$ cat config.mk
export PLATFORM = sky130hd
export DESIGN_NAME = counter_16b_sched
export DESIGN_NICKNAME = d
export VERILOG_FILES = /design/src/rtl/counter_16b_sched.sv
export SDC_FILE = /design/constraint.sdc
export NUM_CORES = 1
export LEC_CHECK = 0
export ABC_CLOCK_PERIOD_IN_PS = 4200
export CORE_AREA = 3 3 91 84
export DETAILED_ROUTE_END_ITERATION = 7
export DIE_AREA = 0 0 94 87
export PLACE_DENSITY = 0.73
export SETUP_SLACK_MARGIN = 0.2
export SKIP_LAST_GASP = 1
export SLEW_MARGIN = 20
export SYNTH_ARGS = -nofsm -noshare
export SYNTH_HDL_FRONTEND = slang
export SYNTH_SLANG_ARGS = --single-unit
$ cat constraint.sdc
create_clock -name clock -period 4.2 [get_ports clock]
set_input_delay 0.84 -clock clock [delete_from_list [all_inputs] [get_ports clock]]
set_output_delay 0.84 -clock clock [all_outputs]
set_load 0.01 [all_outputs]
$ cat src/rtl/counter_16b_sched.sv
// Round-robin scheduler sharing one 16-bit interval counter among requesters.
// Grants the counter, clears it, enables it for L ticks, then reports done/abort.
module counter_16b_sched #(
  parameter int N_REQ = 4,
  parameter int IDX_W = 2
) (
  input  logic                 clock,
  input  logic                 reset,
  input  logic [N_REQ-1:0]     req,
  input  logic [16*N_REQ-1:0]  req_len,
  input  logic                 hold,
  input  logic [15:0]          ctr_count,
  input  logic                 ctr_tc,
  output logic                 ctr_reset,
  output logic                 ctr_en,
  output logic [N_REQ-1:0]     grant,
  output logic [N_REQ-1:0]     done,
  output logic [N_REQ-1:0]     abort,
  output logic                 busy
);

  typedef enum logic [1:0] {
    IDLE  = 2'd0,
    CLEAR = 2'd1,
    RUN   = 2'd2,
    FIN   = 2'd3
  } state_t;

  state_t           state_q, state_d;
  logic [IDX_W-1:0] owner_q, owner_d;
  logic [IDX_W-1:0] rr_ptr_q, rr_ptr_d;
  logic [15:0]      tgt_q, tgt_d;
  logic             done_flag_q, done_flag_d;

  logic [IDX_W-1:0] pick;
  logic             pick_vld;
  logic [IDX_W-1:0] scan;
  logic [N_REQ-1:0] owner_oh;
  logic             clr;
  logic             run_en;

  function automatic logic [IDX_W-1:0] wrap_inc(
    input logic [IDX_W-1:0] a
  );
    if (a == IDX_W'(N_REQ - 1))
      return '0;
    return a + 1'b1;
  endfunction

  assign owner_oh = {{(N_REQ-1){1'b0}}, 1'b1} << owner_q;

  // First requester at or above rr_ptr, wrapping.
  always_comb begin
    pick     = '0;
    pick_vld = 1'b0;
    scan     = rr_ptr_q;
    for (int k = 0; k < N_REQ; k++) begin
      if (!pick_vld && req[scan]) begin
        pick     = scan;
        pick_vld = 1'b1;
      end
      scan = wrap_inc(scan);
    end
  end

  always_ff @(posedge clock) begin
    if (reset) begin
      state_q     <= IDLE;
      owner_q     <= '0;
      rr_ptr_q    <= '0;
      tgt_q       <= '0;
      done_flag_q <= 1'b0;
    end else begin
      state_q     <= state_d;
      owner_q     <= owner_d;
      rr_ptr_q    <= rr_ptr_d;
      tgt_q       <= tgt_d;
      done_flag_q <= done_flag_d;
    end
  end

  always_comb begin
    state_d     = state_q;
    owner_d     = owner_q;
    rr_ptr_d    = rr_ptr_q;
    tgt_d       = tgt_q;
    done_flag_d = done_flag_q;
    unique case (state_q)
      IDLE: begin
        if (pick_vld) begin
          state_d     = CLEAR;
          owner_d     = pick;
          // L=0 wraps to FFFF, i.e. a full 65536-tick interval
          tgt_d       = req_len[{pick, 4'b0000} +: 16] - 16'd1;
          done_flag_d = 1'b0;
        end
      end
      CLEAR: state_d = RUN;
      RUN: begin
        if (!req[owner_q]) begin
          state_d     = FIN;
          done_flag_d = 1'b0;
        end else if (!hold &&
                     (ctr_count == tgt_q || ctr_tc)) begin
          state_d     = FIN;
          done_flag_d = 1'b1;
        end
      end
      FIN: begin
        state_d  = IDLE;
        rr_ptr_d = wrap_inc(owner_q);
      end
      default: state_d = IDLE;
    endcase
  end

  always_comb begin
    grant  = '0;
    done   = '0;
    abort  = '0;
    busy   = 1'b0;
    clr    = 1'b0;
    run_en = 1'b0;
    unique case (state_q)
      IDLE: ;
      CLEAR: begin
        grant = owner_oh;
        busy  = 1'b1;
        clr   = 1'b1;
      end
      RUN: begin
        grant  = owner_oh;
        busy   = 1'b1;
        run_en = ~hold;
      end
      FIN: begin
        grant = owner_oh;
        busy  = 1'b1;
        if (done_flag_q)
          done = owner_oh;
        else
          abort = owner_oh;
      end
      default: ;
    endcase
  end

  assign ctr_reset = reset | clr;
  assign ctr_en    = run_en & ~reset;

endmodule

==> impl_results.md, run 1 <==
- First-pass GRT wire length: 11.0 mm
- Final hold vios: 0
- CP Max Fanout: 8
- Tot Pwr: 1540 uW
- Setup crit start kind: primary input
- CTS tree: yes
- Clk slew on worst S/H paths: 0.08 ns
- Final Util: 55.2%
- DP Worst Slack: -0.180 ns
- Min-delay worst type: reg -> reg
- VDD IR max: 178 uV
- Sum of negative setup slack: 0 ns
- Clock root buffer master: clkbuf_8
- Grt total ovfl: 0
- Minimum hold slack: 0.509 ns
- Max-cap violations: 0
- Die Height: 87 um
- GRT Total Usage: 16.5%
- Setup WS post-layout: 0.473 ns
- NumNets Final: 471
- Clock latency at the later pin of the worst-skew pair: 0.27 ns
- DRT Wirelength: 6.58 mm
- Clock Skew: 0.00616 ns
- CTS max path bufs: 2
- Core area: 0.00666 mm^2
- DR iter-0 viols: 110
- Flops & latches, synth: 23
- Initial core utilization: 35.2%
- Max Freq: 268 MHz
- CP Data Required Time: 4.38 ns
- DP HPWL: 5.41 mm
- # port buffers: 102
- Fillers: 605
- Setup Viol. Count Final: 0
- Post-Synthesis Cells: 246
- Via count: 2325
- Drt pass-1 iters: 4
- Actual slew at the worst max-slew pin: 0.629 ns
- Gpl congestion: 0.891
- PD cells: 419 mW/mm^2
- Avg Synthesized Cell Area: 9.51 um^2
- Vias in the first global route: 2430
- Yosys cell types: 49
- Syn nets: 344
- DR DRC count: 0
- # diodes: 0
- Part of the Yosys area used for sequential elements: 19.7%
- Die area: 0.00818 mm^2
- Fraction of layout cells with a size suffix above 1: 17.2%
- I/O pins: 103
- Synth Cell Area: 0.00234 mm^2
- Crit path kind: in -> reg
- FP Rows: 28
- Worst endpoint data arrival time: 3.90 ns
- H-tree Lvls: 1
- WL/cell: 14.2 um
- Largest net degree at the start of global routing: 23
- Area delta synth->final: 57.2%
- Yosys warns: 0
- Max-slew headroom: 58.0%
- TritonCTS buffer count: 3
- Post-route ant nets: 0
- Die width: 94 um
- Run status: finished clean
- Post-synth EDFFs: 0
- Initial antenna violation count: 0
- Tcrit/Tclk final: 88.7%
- Crit end category: register
- Final min period: 3.73 ns
- FFs w/ async S/R, synth: 0%
- RSZ-0062 raised after global routing: false
- Leakage Power: 0.00142 uW
- TritonCTS sink count: 23
- Routed vias/inst: 5.03
- Top FF cell, synth: dfxtp_1
- Final slew viol count: 0
-- stage by stage --
step	instances	instance area, um^2
floorplan	246	2340
global placement	445	3520
detailed placement	445	3520
CTS	449	3560
global route	462	3680
finish	462	3680
-- worst max-delay path, cell delays in order --
cell,delay (ns)
dlygate4sd2_1,0.34
buf_4,0.16
a21boi_0,0.19
o22ai_1,0.12
a221o_2,0.48
buf_2,0.18
buf_4,0.17
mux4_1,0.52
nor2_2,0.15
nand3_2,0.11
or3_1,0.36
a311oi_1,0.27
-- cell families after synthesis --
logic type / synth area share (%)
flops: 19.7
buf+inv: 7.33
simple gates: 21.0
mux: 23.4
fa+ha+maj: 5.35
compound gates: 13.5
xor+xnor: 9.73
-- registers in the layout, indices dropped and copies added, names as in the netlist --
name / count
tgt_q: 16
owner_q: 2
rr_ptr_q: 2
state_q: 2
done_flag_q: 1
-- final cells by class --
| type | instances | area, um^2 | area share, % |
|---|---|---|---|
| Multi-Input combinational cell | 198 | 1710 | 46.4 |
| Timing Repair Buffer | 136 | 1310 | 35.6 |
| Tap cell | 90 | 113 | 3.06 |
| Clock inverter | 1 | 5.00 | 0.136 |
| Sequential cell | 23 | 460 | 12.5 |
| Clock buffer | 3 | 41.3 | 1.12 |
| Inverter | 11 | 41.3 | 1.12 |
-- path summary, 6_finish.rpt --
kind	startpoint	cells past startpoint	slack [ns]	end
worst min register to register	tgt_q[13]	1	0.51	tgt_q[13]
worst max register to register	rr_ptr_q[1]	11	0.48	tgt_q[14]
worst max-delay path	req[1]	12	0.47	tgt_q[14]
worst min-delay path	tgt_q[13]	1	0.51	tgt_q[13]
-- report_power, final --
group,internal [uW],switching [uW]
combinational,545,474
sequential,310,74.2
clock,66.2,70.5
total,922,619
-- layout by cell type (no fill, tap or decap), types with 3 or more instances in the layout --
master / n
nand3_1: 5
o21ai_0: 9
inv_1: 11
ha_1: 10
dlymetal6s2s_1: 3
clkbuf_8: 3
a211oi_1: 10
mux4_1: 4
buf_4: 30
nor4b_1: 3
clkdlybuf4s50_1: 98
mux4_2: 13
a311oi_1: 3
nor2b_1: 7
xnor2_1: 21
mux2i_1: 13
nand4_1: 7
and2_1: 5
dfxtp_1: 23
nor3b_1: 3
nand2_1: 6
and3_1: 4
nor2_1: 30
a21oi_1: 3
o22ai_1: 3
xor2_1: 5
nor3_1: 4
-- cell usage after synthesis (4+ instances only) --
library cell | n | share of area, %
mux2i_1 | 13 | 5.6
nor2_1 | 32 | 5.1
mux4_2 | 8 | 7.7
ha_1 | 10 | 5.3
buf_4 | 4 | 1.3
nor3_1 | 4 | 0.86
mux4_1 | 9 | 10
and3_1 | 4 | 1.1
a211oi_1 | 11 | 3.5
nand4_1 | 7 | 1.9
nand2_1 | 6 | 0.96
nor2b_1 | 7 | 1.9
inv_1 | 11 | 1.8
xor2_1 | 5 | 1.9
xnor2_1 | 21 | 7.9
o21ai_0 | 10 | 2.1
and2_1 | 5 | 1.3
dfxtp_1 | 23 | 20
nand3_1 | 5 | 1.1
-- timing repair --
| action | CTS | global route |
|---|---|---|
| setup buffers | 0 | 13 |
| gates resized for setup | 2 | 14 |
| hold buffers | 0 | 0 |
| setup endpoints to repair | 3 | 9 |
| pin swaps | 0 | 9 |
-- layer usage --
layer  up-vias  global-route usage [%]  wire length, um
met5         -                       0                0
met4         0                    5.12               91
met3         7                    1.90              361
met2        80                    27.4             3110
met1      1067                    22.4             3020
li1       1171                       -                -
No activity file was read; power rests on OpenSTA's default activity.
==> inputs of run 2 (changes only) <==
--- a/config.mk
+++ b/config.mk
@@ -9,7 +9,8 @@
 export CORE_AREA = 3 3 91 84
 export DETAILED_ROUTE_END_ITERATION = 7
 export DIE_AREA = 0 0 94 87
-export PLACE_DENSITY = 0.73
+export DONT_BUFFER_PORTS = 1
+export PLACE_DENSITY = 0.53
 export SETUP_SLACK_MARGIN = 0.2
 export SKIP_LAST_GASP = 1
 export SLEW_MARGIN = 20
==> impl_results.md, run 2 (synthesis results as in run 1) <==
- Clk slew on worst S/H paths: 0.08 ns
- Worst stage delay on the critical path: 0.51 ns
- RSZ-0062 raised after global routing: false
- Clock Skew: 0.000688 ns
- Actual slew at the worst max-slew pin: 0.767 ns
- Tcrit/Tclk final: 88.1%
- Final slew viol count: 0
- Worst endpoint data arrival time: 3.88 ns
- Max-cap violations: 0
- Worst Path Buf+Inv: 1
- Leakage Power: 0.000872 uW
- Min-delay worst type: reg -> reg
- Setup crit start kind: register
- CP Cell Sequence: ha_2 -> mux4_2 -> or2_2 -> o32ai_2 -> buf_4 -> mux4_1 -> nor4_4 -> nand3_2 -> or3_1 -> a311oi_1
- DRT Wirelength: 5.67 mm
- Vias in the first global route: 1763
- Run status: finished clean
- Final min period: 3.70 ns
- Launch point of the worst reg-to-reg path: rr_ptr_q[1]
- CTS tree: yes
- DP HPWL: 4.70 mm
- # port buffers: 0
- Worst reg-to-reg path cell count: 10
- # diodes: 0
- TritonCTS sink count: 23
- R2R setup slack: 0.50 ns
- CP max stage cell: mux4_2
- Most common cell after layout, fill and taps aside: nor2_1
- Initial core utilization: 35.2%
- Inst Count DP: 328
- Area delta synth->final: 3.48%
- NumNets Final: 341
- H-tree Lvls: 1
- TritonCTS buffer count: 3
- First-pass GRT wire length: 8.91 mm
- CP Data Required Time: 4.38 ns
- DR iter-0 viols: 79
- Core area: 0.00666 mm^2
- WL/cell: 17.1 um
- PD cells: 542 mW/mm^2
- DR DRC count: 0
- I/O pins: 103
- Hold Path Sink: tgt_q[10]
- Crit-path leading delay family: simple AND/OR/NAND/NOR gates
- Post-route ant nets: 0
- Drt pass-1 iters: 4
- Die Height: 87 um
- VDD IR max: 163 uV
- CP Max Fanout: 19
- Max-slew headroom: 48.8%
- Crit end category: register
- Worst hold start: tgt_q[10]
- Max Freq: 270 MHz
- Hold bufs inserted after CTS: 0
- Die area: 0.00818 mm^2
- Gpl congestion: 0.784
- Largest net degree at the start of global routing: 25
- Die width: 94 um
- FP Rows: 28
- Top reg by flops: tgt_q
- GRT Total Usage: 13.7%
- Max reg flops: 16
- Non-Filler Instances: 332
- Initial antenna violation count: 0
- Final hold vios: 0
- Clock latency at the later pin of the worst-skew pair: 0.26 ns
- CTS max path bufs: 2
- Routed vias/inst: 5.55
- Sum of negative setup slack: 0 ns
- Most frequent cells in the layout: 30 x nor2_1, 23 x dfxtp_1, 21 x xnor2_1
- Minimum hold slack: 0.508 ns
- Fraction of layout cells with a size suffix above 1: 12.0%
- Crit path kind: reg -> reg
- Grt total ovfl: 0
- Setup Viol. Count Final: 0
- Via count: 1843
- Reg-to-Reg End: tgt_q[14]
- Hold Path Depth: 2
- Clock root buffer master: clkbuf_8
==> run 2: changes by cell type in the layout (fill, tap and decap cells not counted), moves of 2 or more <==
cell | previous run | this run
buf_12 | 2 | 0
buf_4 | 30 | 6
clkdlybuf4s50_1 | 98 | 0
mux4_2 | 13 | 8
dlymetal6s2s_1 | 3 | 0
mux4_1 | 4 | 9
==> run 2: worst register-to-register path: stages, from the launching register on <==
cell and delay (ns):
dfxtp_1 0.36, ha_2 0.46, mux4_2 0.51, or2_2 0.30, o32ai_2 0.12, buf_4 0.29
mux4_1 0.43, nor4_4 0.41, nand3_2 0.14, or3_1 0.36, a311oi_1 0.24
==> run 2: stage by stage <==
step	utilization [%]	instance area, um^2	setup WS, ns	power, uW
detailed placement	35.6	2370	0.212	1190
global route	36.4	2420	0.253	1440
finish	36.4	2420	0.501	1310
global placement	35.6	2370	0.265	1180
CTS	36.3	2410	0.242	1320
floorplan	-	2340	0.288	1050
==> run 2: worst max-delay path by stage <==
| stage | slack [ns] | startpoint | end | cells past startpoint |
|---|---|---|---|---|
| final | 0.50 | rr_ptr_q[1] | tgt_q[14] | 10 |
| after global routing | 0.25 | rr_ptr_q[1] | tgt_q[14] | 10 |
| after CTS | 0.24 | rr_ptr_q[1] | tgt_q[14] | 10 |
| after detailed placement | 0.21 | req[3] | tgt_q[14] | 9 |
| after global placement | 0.27 | req[3] | tgt_q[14] | 9 |
| after floorplan | 0.29 | req[0] | tgt_q[14] | 11 |
==> run 2: layout make-up <==
class,instances,area (um^2)
well taps,90,113
fillers,689,4240
repair buffers,6,45.0
flip-flops and latches,23,460
clock buffers,4,45.0
inverters,11,41.3
multi-input cells,198,1720
==> run 2: routing by layer <==
metal / part of all wire (%) / GRT usage, % / vias to the layer above
met2: 42 / 19.7 / 78
met3: 5.2 / 1.99 / 4
li1: - / - / 913
met1: 52 / 21.4 / 848
met5: 0 / 0 / -
met4: 0.56 / 2.76 / 0
==> run 2: power by group <==
part | switching, uW | internal [uW]
registers | 76.0 | 310
logic | 420 | 368
clock network | 70.3 | 67.7
==> run 2: what timing repair did <==
action / CTS / global route
endpoints found under the hold margin: 0 / 0
setup buffers: 0 / 0
resized for setup: 0 / 3
endpoints found under the setup margin: 0 / 11
==> inputs of run 3 (changes only) <==
--- a/config.mk
+++ b/config.mk
@@ -10,6 +10,7 @@
 export DETAILED_ROUTE_END_ITERATION = 7
 export DIE_AREA = 0 0 94 87
 export DONT_BUFFER_PORTS = 1
+export HOLD_SLACK_MARGIN = 0.1
 export PLACE_DENSITY = 0.53
 export SETUP_SLACK_MARGIN = 0.2
 export SKIP_LAST_GASP = 1
==> results of run 3 <==
No change in the layout: final DEF, timing and power equal those of run 2.
